<file path="src/rtl/alu_pkg.sv">
// Shared encodings for the handshaked ALU: opcode values and control FSM states.
package alu_pkg;

    localparam logic [3:0] OP_ADD  = 4'd0;
    localparam logic [3:0] OP_SUB  = 4'd1;
    localparam logic [3:0] OP_AND  = 4'd2;
    localparam logic [3:0] OP_OR   = 4'd3;
    localparam logic [3:0] OP_XOR  = 4'd4;
    localparam logic [3:0] OP_NOT  = 4'd5;
    localparam logic [3:0] OP_SLL  = 4'd6;
    localparam logic [3:0] OP_SRL  = 4'd7;
    localparam logic [3:0] OP_SRA  = 4'd8;
    localparam logic [3:0] OP_SLT  = 4'd9;
    localparam logic [3:0] OP_SLTU = 4'd10;
    localparam logic [3:0] OP_PASS = 4'd11;
    localparam logic [3:0] OP_MUL  = 4'd12;

    typedef enum logic [1:0] {
        ST_IDLE = 2'd0,
        ST_MUL  = 2'd1,
        ST_DONE = 2'd2
    } alu_state_e;

endpackage

</file>
<file path="src/rtl/alu_mul_seq.sv">
// Iterative shift-add multiplier: one multiplier bit per cycle, full 2*WIDTH product.
// Bit 0 is folded in on the start edge so the last bit is consumed WIDTH-1 cycles later.
module alu_mul_seq #(
    parameter int unsigned WIDTH = 8
) (
    input  logic               clk_i,
    input  logic               rst_ni,   // synchronous, active-low
    input  logic               start_i,
    input  logic [WIDTH-1:0]   a_i,
    input  logic [WIDTH-1:0]   b_i,
    output logic               done_o,   // high during the cycle the final bit is consumed
    output logic [2*WIDTH-1:0] product_o
);
    localparam int unsigned CW = $clog2(WIDTH);
    localparam logic [CW-1:0] LastCnt = CW'(WIDTH - 1);

    logic [2*WIDTH-1:0] mcand_q;
    logic [2*WIDTH-1:0] acc_q;
    logic [WIDTH-1:0]   mplier_q;
    logic [CW-1:0]      cnt_q;
    logic               busy_q;

    // Load operands on start, then accumulate one shifted partial product per cycle
    always_ff @(posedge clk_i) begin
        if (!rst_ni) begin
            mcand_q  <= '0;
            acc_q    <= '0;
            mplier_q <= '0;
            cnt_q    <= '0;
            busy_q   <= 1'b0;
        end else if (start_i) begin
            mcand_q  <= {{(WIDTH - 1){1'b0}}, a_i, 1'b0};
            acc_q    <= b_i[0] ? {{WIDTH{1'b0}}, a_i} : '0;
            mplier_q <= b_i >> 1;
            cnt_q    <= CW'(1);
            busy_q   <= 1'b1;
        end else if (busy_q) begin
            if (mplier_q[0]) begin
                acc_q <= acc_q + mcand_q;
            end
            mcand_q  <= mcand_q << 1;
            mplier_q <= mplier_q >> 1;
            cnt_q    <= cnt_q + CW'(1);
            if (cnt_q == LastCnt) begin
                busy_q <= 1'b0;
            end
        end
    end

    assign done_o    = busy_q && (cnt_q == LastCnt);
    assign product_o = acc_q;

endmodule

</file>
<file path="src/rtl/alu_pipe.sv">
// Handshaked ALU: single-cycle ops load the output register on accept; MUL runs through
// a sequential multiplier under a small FSM. Output register stalls under backpressure.
module alu_pipe
    import alu_pkg::*;
#(
    parameter int unsigned WIDTH  = 8,
    parameter bit          MUL_EN = 1'b1
) (
    input  logic             clk,
    input  logic             rst_n,
    input  logic             in_valid_i,
    output logic             in_ready_o,
    input  logic [3:0]       opcode_i,
    input  logic [WIDTH-1:0] a_i,
    input  logic [WIDTH-1:0] b_i,
    output logic             out_valid_o,
    input  logic             out_ready_i,
    output logic [WIDTH-1:0] z_o,
    output logic             zero_o,
    output logic             neg_o,
    output logic             carry_o,
    output logic             ovrflw_o,
    output logic             err_o
);
    localparam int unsigned SHW = $clog2(WIDTH);

    alu_state_e state_q;

    logic             out_valid_q;
    logic [WIDTH-1:0] z_q;
    logic             zero_q, neg_q, carry_q, ovrflw_q, err_q;

    logic             accept, is_mul, out_free, load_single, load_mul, mul_done;
    logic [2*WIDTH-1:0] mul_prod;

    logic [WIDTH:0]   sum, diff;
    logic [SHW-1:0]   shamt;
    logic [WIDTH-1:0] res_z, ld_z;
    logic             res_c, res_v, res_e;
    logic             ld_c, ld_v, ld_e;

    assign is_mul      = MUL_EN && (opcode_i == OP_MUL);
    assign out_free    = !out_valid_q || out_ready_i;
    assign in_ready_o  = (state_q == ST_IDLE) && out_free;
    assign accept      = in_valid_i && in_ready_o;
    assign load_single = accept && !is_mul;
    assign load_mul    = (state_q == ST_DONE) && out_free;

    alu_mul_seq #(
        .WIDTH (WIDTH)
    ) u_mul (
        .clk_i     (clk),
        .rst_ni    (rst_n),
        .start_i   (accept && is_mul),
        .a_i       (a_i),
        .b_i       (b_i),
        .done_o    (mul_done),
        .product_o (mul_prod)
    );

    // Single-cycle datapath; arithmetic carried on WIDTH+1 bits for carry/borrow
    always_comb begin
        sum   = {1'b0, a_i} + {1'b0, b_i};
        diff  = {1'b0, a_i} - {1'b0, b_i};
        shamt = b_i[SHW-1:0];
        res_z = '0;
        res_c = 1'b0;
        res_v = 1'b0;
        res_e = 1'b0;
        case (opcode_i)
            OP_ADD: begin
                res_z = sum[WIDTH-1:0];
                res_c = sum[WIDTH];
                res_v = (a_i[WIDTH-1] == b_i[WIDTH-1]) && (sum[WIDTH-1] != a_i[WIDTH-1]);
            end
            OP_SUB: begin
                res_z = diff[WIDTH-1:0];
                res_c = diff[WIDTH];
                res_v = (a_i[WIDTH-1] != b_i[WIDTH-1]) && (diff[WIDTH-1] != a_i[WIDTH-1]);
            end
            OP_AND:  res_z = a_i & b_i;
            OP_OR:   res_z = a_i | b_i;
            OP_XOR:  res_z = a_i ^ b_i;
            OP_NOT:  res_z = ~a_i;
            OP_SLL:  res_z = a_i << shamt;
            OP_SRL:  res_z = a_i >> shamt;
            OP_SRA:  res_z = $signed(a_i) >>> shamt;
            OP_SLT:  res_z = {{(WIDTH - 1){1'b0}}, ($signed(a_i) < $signed(b_i))};
            OP_SLTU: res_z = {{(WIDTH - 1){1'b0}}, (a_i < b_i)};
            OP_PASS: res_z = b_i;
            // MUL only reaches here when disabled; it is then illegal like 13-15
            default: res_e = 1'b1;
        endcase
    end

    // Select what the output register captures: finished product or single-cycle result
    always_comb begin
        ld_z = res_z;
        ld_c = res_c;
        ld_v = res_v;
        ld_e = res_e;
        if (load_mul) begin
            ld_z = mul_prod[WIDTH-1:0];
            ld_c = 1'b0;
            ld_v = |mul_prod[2*WIDTH-1:WIDTH];
            ld_e = 1'b0;
        end
    end

    // Control FSM and output register; a new load wins over a consumer pop
    always_ff @(posedge clk) begin
        if (!rst_n) begin
            state_q     <= ST_IDLE;
            out_valid_q <= 1'b0;
            z_q         <= '0;
            zero_q      <= 1'b0;
            neg_q       <= 1'b0;
            carry_q     <= 1'b0;
            ovrflw_q    <= 1'b0;
            err_q       <= 1'b0;
        end else begin
            case (state_q)
                ST_IDLE: if (accept && is_mul) state_q <= ST_MUL;
                ST_MUL:  if (mul_done) state_q <= ST_DONE;
                ST_DONE: if (out_free) state_q <= ST_IDLE;
                default: state_q <= ST_IDLE;
            endcase
            if (load_single || load_mul) begin
                out_valid_q <= 1'b1;
                z_q         <= ld_z;
                zero_q      <= (ld_z == '0);
                neg_q       <= ld_z[WIDTH-1];
                carry_q     <= ld_c;
                ovrflw_q    <= ld_v;
                err_q       <= ld_e;
            end else if (out_ready_i) begin
                out_valid_q <= 1'b0;
            end
        end
    end

    assign out_valid_o = out_valid_q;
    assign z_o         = z_q;
    assign zero_o      = zero_q;
    assign neg_o       = neg_q;
    assign carry_o     = carry_q;
    assign ovrflw_o    = ovrflw_q;
    assign err_o       = err_q;

endmodule

</file>
<file path="config.mk">
export PLATFORM = sky130hd
export DESIGN_NAME = alu_pipe
export DESIGN_NICKNAME = d
export VERILOG_FILES = /design/src/rtl/alu_pkg.sv /design/src/rtl/alu_mul_seq.sv /design/src/rtl/alu_pipe.sv
export SDC_FILE = /design/constraint.sdc
export NUM_CORES = 1
export LEC_CHECK = 0
export CELL_PAD_IN_SITES_DETAIL_PLACEMENT = 2
export CELL_PAD_IN_SITES_GLOBAL_PLACEMENT = 2
export CORE_UTILIZATION = 32
export DETAILED_ROUTE_END_ITERATION = 10
export GPL_TIMING_DRIVEN = 0
export PLACE_DENSITY = 0.81
export SYNTH_ARGS = -nofsm -noshare
export SYNTH_HDL_FRONTEND = slang
export SYNTH_SLANG_ARGS = --single-unit
export TNS_END_PERCENT = 50
</file>
<file path="constraint.sdc">
create_clock -name clk -period 2.7 [get_ports clk]
set_clock_uncertainty 0.1 [all_clocks]
set_input_delay 0.54 -clock clk [delete_from_list [all_inputs] [get_ports clk]]
set_output_delay 0.54 -clock clk [all_outputs]
set_load 0.05 [all_outputs]
</file>
==> key figures, run 1 <==
Run status
  – Status: complete, but fails checks
  – Failing checks: setup timing

Synth
  – Top_reg_cell synth: dfxtp_1
  – Synthesized area: 5160 sq um
  – Sequential share of the synthesized area: 22.1%
  – Distinct cell type count after synthesis: 73
  – Syn avg cell area: 7.82 sq um
  – FF+latch count, synth: 57
  – Leading post-synthesis cells by cell area: dfxtp_1 (22%), ha_1 (10%), mux2i_1 (5.2%)
  – Synth async-reset ratio: 0%
  – Synth Instances: 660
  – Number of synthesized flops with an enable pin: 0
  – Post-Syn Nets: 729
  – Area share of the largest cell type after synthesis: 22.1%
  – Area leader, netlist: dfxtp_1
  – YS warnings: 0

Power
  – Pwr Density: 418 nW/um^2
  – Max VDD drop: 0.000324 V
  – Pleak: 2.59 nW

Routing
  – Antenna Nets Post-Route: 0
  – Via/cell ratio: 6.15
  – Residual DRC: 0
  – Routed length per instance: 25.9 um
  – WL final: 24.8 mm
  – Pre-antenna DRT Iters: 5
  – Via Count: 5892
  – Initial drt markers: 449

Worst setup path
  – Worst Path Required: 2.88 ns
  – Critical path startpoint: a_i[1]
  – Slowest CP cell: ha_4
  – WP buf/inv: 4
  – CP Cell Sequence: clkbuf_4 > buf_8 > inv_1 > ha_4 > o21bai_2 > nand4_1 > a21o_1 > a21oi_4 > xnor2_1 > a211oi_2 > buf_4 > o31ai_2 > and2_1
  – CP delay by family, top: compound AO/OA/AOI/OAI gates
  – Max FO, Critical Path: 10
  – Reg-to-Reg Start: u_mul.mcand_q[1]
  – Setup crit start kind: input port
  – CP max stage delay: 0.28 ns
  – CP Class: input port to flop
  – Worst Path Arrival: 2.90 ns
  – Crit. End Element: flop

Layout
  – P&R area growth vs syn: 33.2%
  – Sequential Area: 1140 sq um
  – Final nets: 806
  – Antenna cell count: 0
  – Share of cells above drive strength 1: 24.8%
  – Area of the multi-input gates: 4110 sq um
  – Fillcell total: 1714

STA
  – Least-Margin Pin Slew: 0.774 ns
  – Setup violators final: 2
  – Setup WS post-layout: -0.0162 ns
  – Tcrit/Tclk final: 101%
  – FMAX: 368 MHz
  – Final Hold Vio Count: 0
  – Max Slew Vio Count: 0
  – Slew margin rel.: 48.4%
  – Final hold slack: 0.351 ns
  – RSZ-0062 raised after global routing: yes
  – Final TNS setup: -0.0308 ns
  – Fin crit period: 2.72 ns

Floorplan
  – Site Rows: 46
  – Die height: 129 um
  – Initial Util: 32.6%
  – Core area: 15800 sq um
  – Die Width: 129 um
  – Top-Level Pins: 39
  – Die Footprint: 16600 sq um

Clock network
  – Worst-Skew Late Latency: 0.35 ns
  – H-Tree Depth: 3
  – CTS tree: done
  – Worst-path clk slew: 0.05 ns
  – Root Buffer: clkbuf_16
  – Number of clock sinks: 57
  – CTS Buf Count: 9
  – CTS max path bufs: 2

Global route
  – Vias in the first global route: 6250
  – GRT overflow: 0
  – Tot GR Track Use: 29.1%
  – First-pass GRT wire length: 36.5 mm
  – Initial antenna violation count: 0
  – Largest net degree at the start of global routing: 13

Placement
  – Final HPWL DP: 17.1 mm
  – Gpl congestion: 0.959
  – Port bufs: 36

Flow run
  – Max-cap viol count: 0

Min path
  – Worst hold start: z_o[5]
  – Hold Crit Class: flop to flop
cells in the final DEF, fill, tap and decap left out, drive strengths merged, types with 5 or more instances in the layout:
cell type	netlist	routed
and3	6	6
nand2b	11	11
xnor2	13	13
nand2	66	66
inv	27	26
mux4	8	8
ha	42	42
a22oi	5	5
mux2i	27	27
nor4	5	5
and2	5	5
clkbuf	23	33
nor3b	5	5
a31oi	13	13
a21oi	52	52
dfxtp	57	57
nand3	18	18
nor2b	13	13
o221ai	5	5
a21o	7	7
nor3	17	17
clkinvlp	0	5
buf	26	66
o211ai	12	12
clkdlybuf4s50	0	17
o21ai	30	30
nor2	57	57
a211oi	26	26
synth_stat cells, types with 6 or more instances:
library cell,n
a21o_1,7
xnor2_1,13
nand2b_1,10
nand2_1,65
and3_1,6
nor2_1,57
a211oi_1,25
a21oi_1,52
dfxtp_1,57
inv_1,26
o211ai_1,12
ha_1,42
a31oi_1,13
mux4_2,8
nand3_1,18
buf_1,9
o21ai_0,28
mux2i_1,27
clkbuf_1,23
buf_2,11
nor3_1,15
nor2b_1,13
report_power, final:
group	internal (mW)	total [mW]	leakage, nW	switching [mW]
registers	0.864	0.880	0.463	0.0163
clock network	0.628	1.09	0.132	0.461
logic	0.359	0.906	2.00	0.547
total	1.85	2.87	2.59	1.02
tightest hold or removal path: cells and delay by family (launching register included):
kind,cells,cell delay (ns)
AOI/OAI and AO/OA,1,0.05
and+or+nand+nor,1,0.05
DFF,1,0.30
sequential cells by signal (all words and copies together) (netlist names), 2 cells and up:
name and cells:
state_q 2, u_mul.mplier_q 7, u_mul.mcand_q 15, u_mul.cnt_q 3
u_mul.product_o 16, z_o 8
metrics by stage:
stage                     total power [mW]  area (sq um)  instances  setup WS [ns]  utilization (%)
after floorplan                       1.33          5180        660        0.00226                -
after detailed placement              1.59          5810        912          -1.67             36.7
after global routing                  2.95          6880        958         -0.105             43.5
after CTS                             2.77          6610        949        -0.0744             41.7
after global placement                1.56          5810        912          -1.62             36.7
final                                 2.87          6880        958        -0.0162             43.5
worst paths after layout:
check / to / slack, ns / cells after the start
hold / removal: z_o[5] / 0.35 / 2
setup / recovery: z_o[7] / -0.02 / 13
setup reg to reg: u_mul.product_o[15] / 0.11 / 11
hold reg to reg: z_o[5] / 0.35 / 2
routing by layer:
layer	part of all wire (%)	vias to the layer above	GRT usage [%]
li1	-	2586	-
met1	43	2986	37.1
met2	48	258	49.8
met3	5.6	62	5.24
met4	3.0	0	8.86
met5	0	-	0
cells by family (layout without fill, tap and decap cells):
kind of cell,Yosys count,after routing,synth area share (%)
multiplexers,38,38,9.38
AO/OA/AOI/OAI,199,199,26.0
flip-flops,57,57,22.1
AND/OR/NAND/NOR,227,227,21.8
buffers and inverters,77,159,6.52
adder cells (fa/ha/maj),45,45,11.3
XOR/XNOR,17,17,2.88
final cells by class:
type,count,share of cell area (%)
repair buffers,71,9.15
clock inverters,7,0.800
flip-flops and latches,57,16.6
inverters,28,1.95
well taps,216,3.93
clock buffers,9,3.27
multi-input cells,526,59.7
plain buffers,44,4.51
timing repair:
action	in CTS	in global routing
setup buffers	23	12
endpoints found under the setup margin	27	26
pin swaps	19	23
hold buffers	0	0
hold endpoints to repair	0	0
resized for setup	129	81
(Power assumes the default switching activity.)
==> run 2, diff against run 1 <==
--- a/config.mk
+++ b/config.mk
@@ -10,7 +10,7 @@
 export CORE_UTILIZATION = 32
 export DETAILED_ROUTE_END_ITERATION = 10
 export GPL_TIMING_DRIVEN = 0
-export PLACE_DENSITY = 0.81
+export PLACE_DENSITY = 0.75
 export SYNTH_ARGS = -nofsm -noshare
 export SYNTH_HDL_FRONTEND = slang
 export SYNTH_SLANG_ARGS = --single-unit
==> key figures, run 2 (same netlist as run 1, synthesis figures left out) <==
Run status
  – Status: complete, but fails checks
  – Failing checks: setup timing

Placement
  – Final HPWL DP: 17.5 mm
  – Gpl congestion: 0.937
  – Dpl cell area: 5810 sq um
  – Port bufs: 36

Layout
  – Commonest non-fill, non-tap cells in the layout: nand2_1 (63), dfxtp_1 (54), nor2_1 (52), buf_4 (49), a21oi_1 (44)
  – Area of the multi-input gates: 4150 sq um
  – Final nets: 811
  – Largest register FFs: 16
  – Share of cells above drive strength 1: 26.0%
  – P&R area growth vs syn: 35.7%
  – Fillcell total: 1758
  – Sequential Area: 1140 sq um
  – Antenna cell count: 0
  – Finished Cell Area: 7010 sq um
  – Commonest non-fill, non-tap cell in the layout: nand2_1

Flow run
  – Max-cap viol count: 0

Power
  – Pleak: 2.65 nW
  – Max VDD drop: 0.000302 V
  – Pwr Density: 463 nW/um^2

STA
  – Final Hold Vio Count: 0
  – Setup WS post-layout: -0.0153 ns
  – FMAX: 368 MHz
  – Fin crit period: 2.72 ns
  – Least-Margin Pin Slew: 1.12 ns
  – Tcrit/Tclk final: 101%
  – Setup violators final: 1
  – Slew margin rel.: 24.8%
  – RSZ-0062 raised after global routing: yes
  – Final hold slack: 0.361 ns
  – Max Slew Vio Count: 0

Global route
  – First-pass GRT wire length: 36.2 mm
  – Tot GR Track Use: 29.3%
  – GRT overflow: 0
  – Largest net degree at the start of global routing: 11
  – Initial antenna violation count: 0
  – Vias in the first global route: 6073

Min path
  – Hold Crit Class: flop to flop
  – WHS Path Cells: 2
  – End of the worst hold path: z_o[4]
  – Worst hold start: z_o[4]

Worst setup path
  – FF-to-FF End: u_mul.product_o[15]
  – Reg-to-Reg Start: u_mul.mcand_q[1]
  – CP max stage delay: 0.36 ns
  – CP delay by family, top: compound AO/OA/AOI/OAI gates
  – CP Class: flop to flop
  – WP buf/inv: 1
  – Cells on worst reg2reg path: 11
  – Slowest CP cell: or3_1
  – Worst Path Required: 2.87 ns
  – Max FO, Critical Path: 3
  – Worst R2R Setup Slack: -0.02 ns
  – Crit. End Element: flop
  – Setup crit start kind: flop
  – Worst Path Arrival: 2.88 ns
  – CP Cell Sequence: ha_4 > inv_1 > fa_2 > nor2b_2 > o31a_1 > o211ai_1 > a31oi_2 > a31oi_1 > xor2_1 > or3_1 > a21oi_2

Floorplan
  – Top-Level Pins: 39
  – Die height: 129 um
  – Site Rows: 46
  – Core area: 15800 sq um
  – Die Footprint: 16600 sq um
  – Die Width: 129 um
  – Initial Util: 32.6%

Clock network
  – Hold_buf cts: 0
  – CTS Buf Count: 9
  – Worst-Skew Late Latency: 0.34 ns
  – H-Tree Depth: 3
  – Root Buffer: clkbuf_16
  – CTS tree: done
  – Number of clock sinks: 57
  – Worst-path clk slew: 0.05 ns
  – CTS max path bufs: 2

Routing
  – WL final: 24.2 mm
  – Initial drt markers: 365
  – Via/cell ratio: 5.98
  – Antenna Nets Post-Route: 0
  – Pre-antenna DRT Iters: 5
  – Residual DRC: 0
  – Via Count: 5763
  – Routed length per instance: 25.2 um
## run 2: changes by cell type in the layout (fill, tap and decap cells not counted), sizes merged
cell          delta
buf              +6
bufinv           +4
clkbuf           +3
clkinv           -3
clkinvlp         -2
dlymetal6s2s     -2
inv              -1
## run 2: cell type report
type / instances / share of cell area (%)
plain buffers: 44 / 4.28
clock buffers: 11 / 3.61
clock inverters: 5 / 1.79
inverters: 28 / 1.87
multi-input cells: 526 / 59.2
flip-flops and latches: 57 / 16.3
well taps: 216 / 3.86
repair buffers: 76 / 9.02
## run 2: metrics by stage
| stage | TNS [ns] | std cells | setup WS (ns) | util [%] | total power [mW] |
|---|---|---|---|---|---|
| after floorplan | 0 | 660 | 0.00226 | - | 1.33 |
| after global placement | -21.09 | 912 | -1.70 | 36.7 | 1.57 |
| after detailed placement | -22.03 | 912 | -1.80 | 36.7 | 1.59 |
| after CTS | -0.0197 | 950 | -0.0197 | 42.8 | 3.18 |
| after global routing | -0.158 | 963 | -0.0954 | 44.3 | 3.35 |
| final | -0.0153 | 963 | -0.0153 | 44.3 | 3.25 |
## run 2: layer usage
| metal | track usage, % | wire length (um) |
|---|---|---|
| met5 | 0 | 0 |
| met1 | 38.2 | 10900 |
| met4 | 8.86 | 414 |
| met2 | 48.2 | 11600 |
| met3 | 6.69 | 1300 |
## run 2: how the worst max path moves through the flow
stage / endpoint / cells after the start / slack (ns) / startpoint
after detailed placement: zero_o / 13 / -1.80 / a_i[3]
after floorplan: zero_o / 12 / 0.002 / a_i[3]
after global routing: u_mul.product_o[15] / 11 / -0.1 / u_mul.mcand_q[1]
after CTS: zero_o / 11 / -0.02 / a_i[5]
after global placement: zero_o / 13 / -1.70 / a_i[3]
final: u_mul.product_o[15] / 11 / -0.02 / u_mul.mcand_q[1]
## run 2: timing repair
| action | in CTS | in global routing |
|---|---|---|
| gates cloned | 0 | 0 |
| hold endpoints to repair | 0 | 0 |
| pin swaps | 17 | 31 |
| endpoints found under the setup margin | 24 | 12 |
| buffers inserted | 24 | 16 |
| resized for setup | 162 | 54 |
## run 2: tightest hold or removal path, stage by stage (launching register included)
cell and delay [ns]:
dfxtp_1 0.31, nand2_1 0.05, a21oi_1 0.05
## run 2: where the power goes
group | total, mW | internal, mW | switching, mW
registers | 0.882 | 0.864 | 0.0172
logic | 0.900 | 0.361 | 0.539
clock network | 1.47 | 1.04 | 0.422
total | 3.25 | 2.27 | 0.978
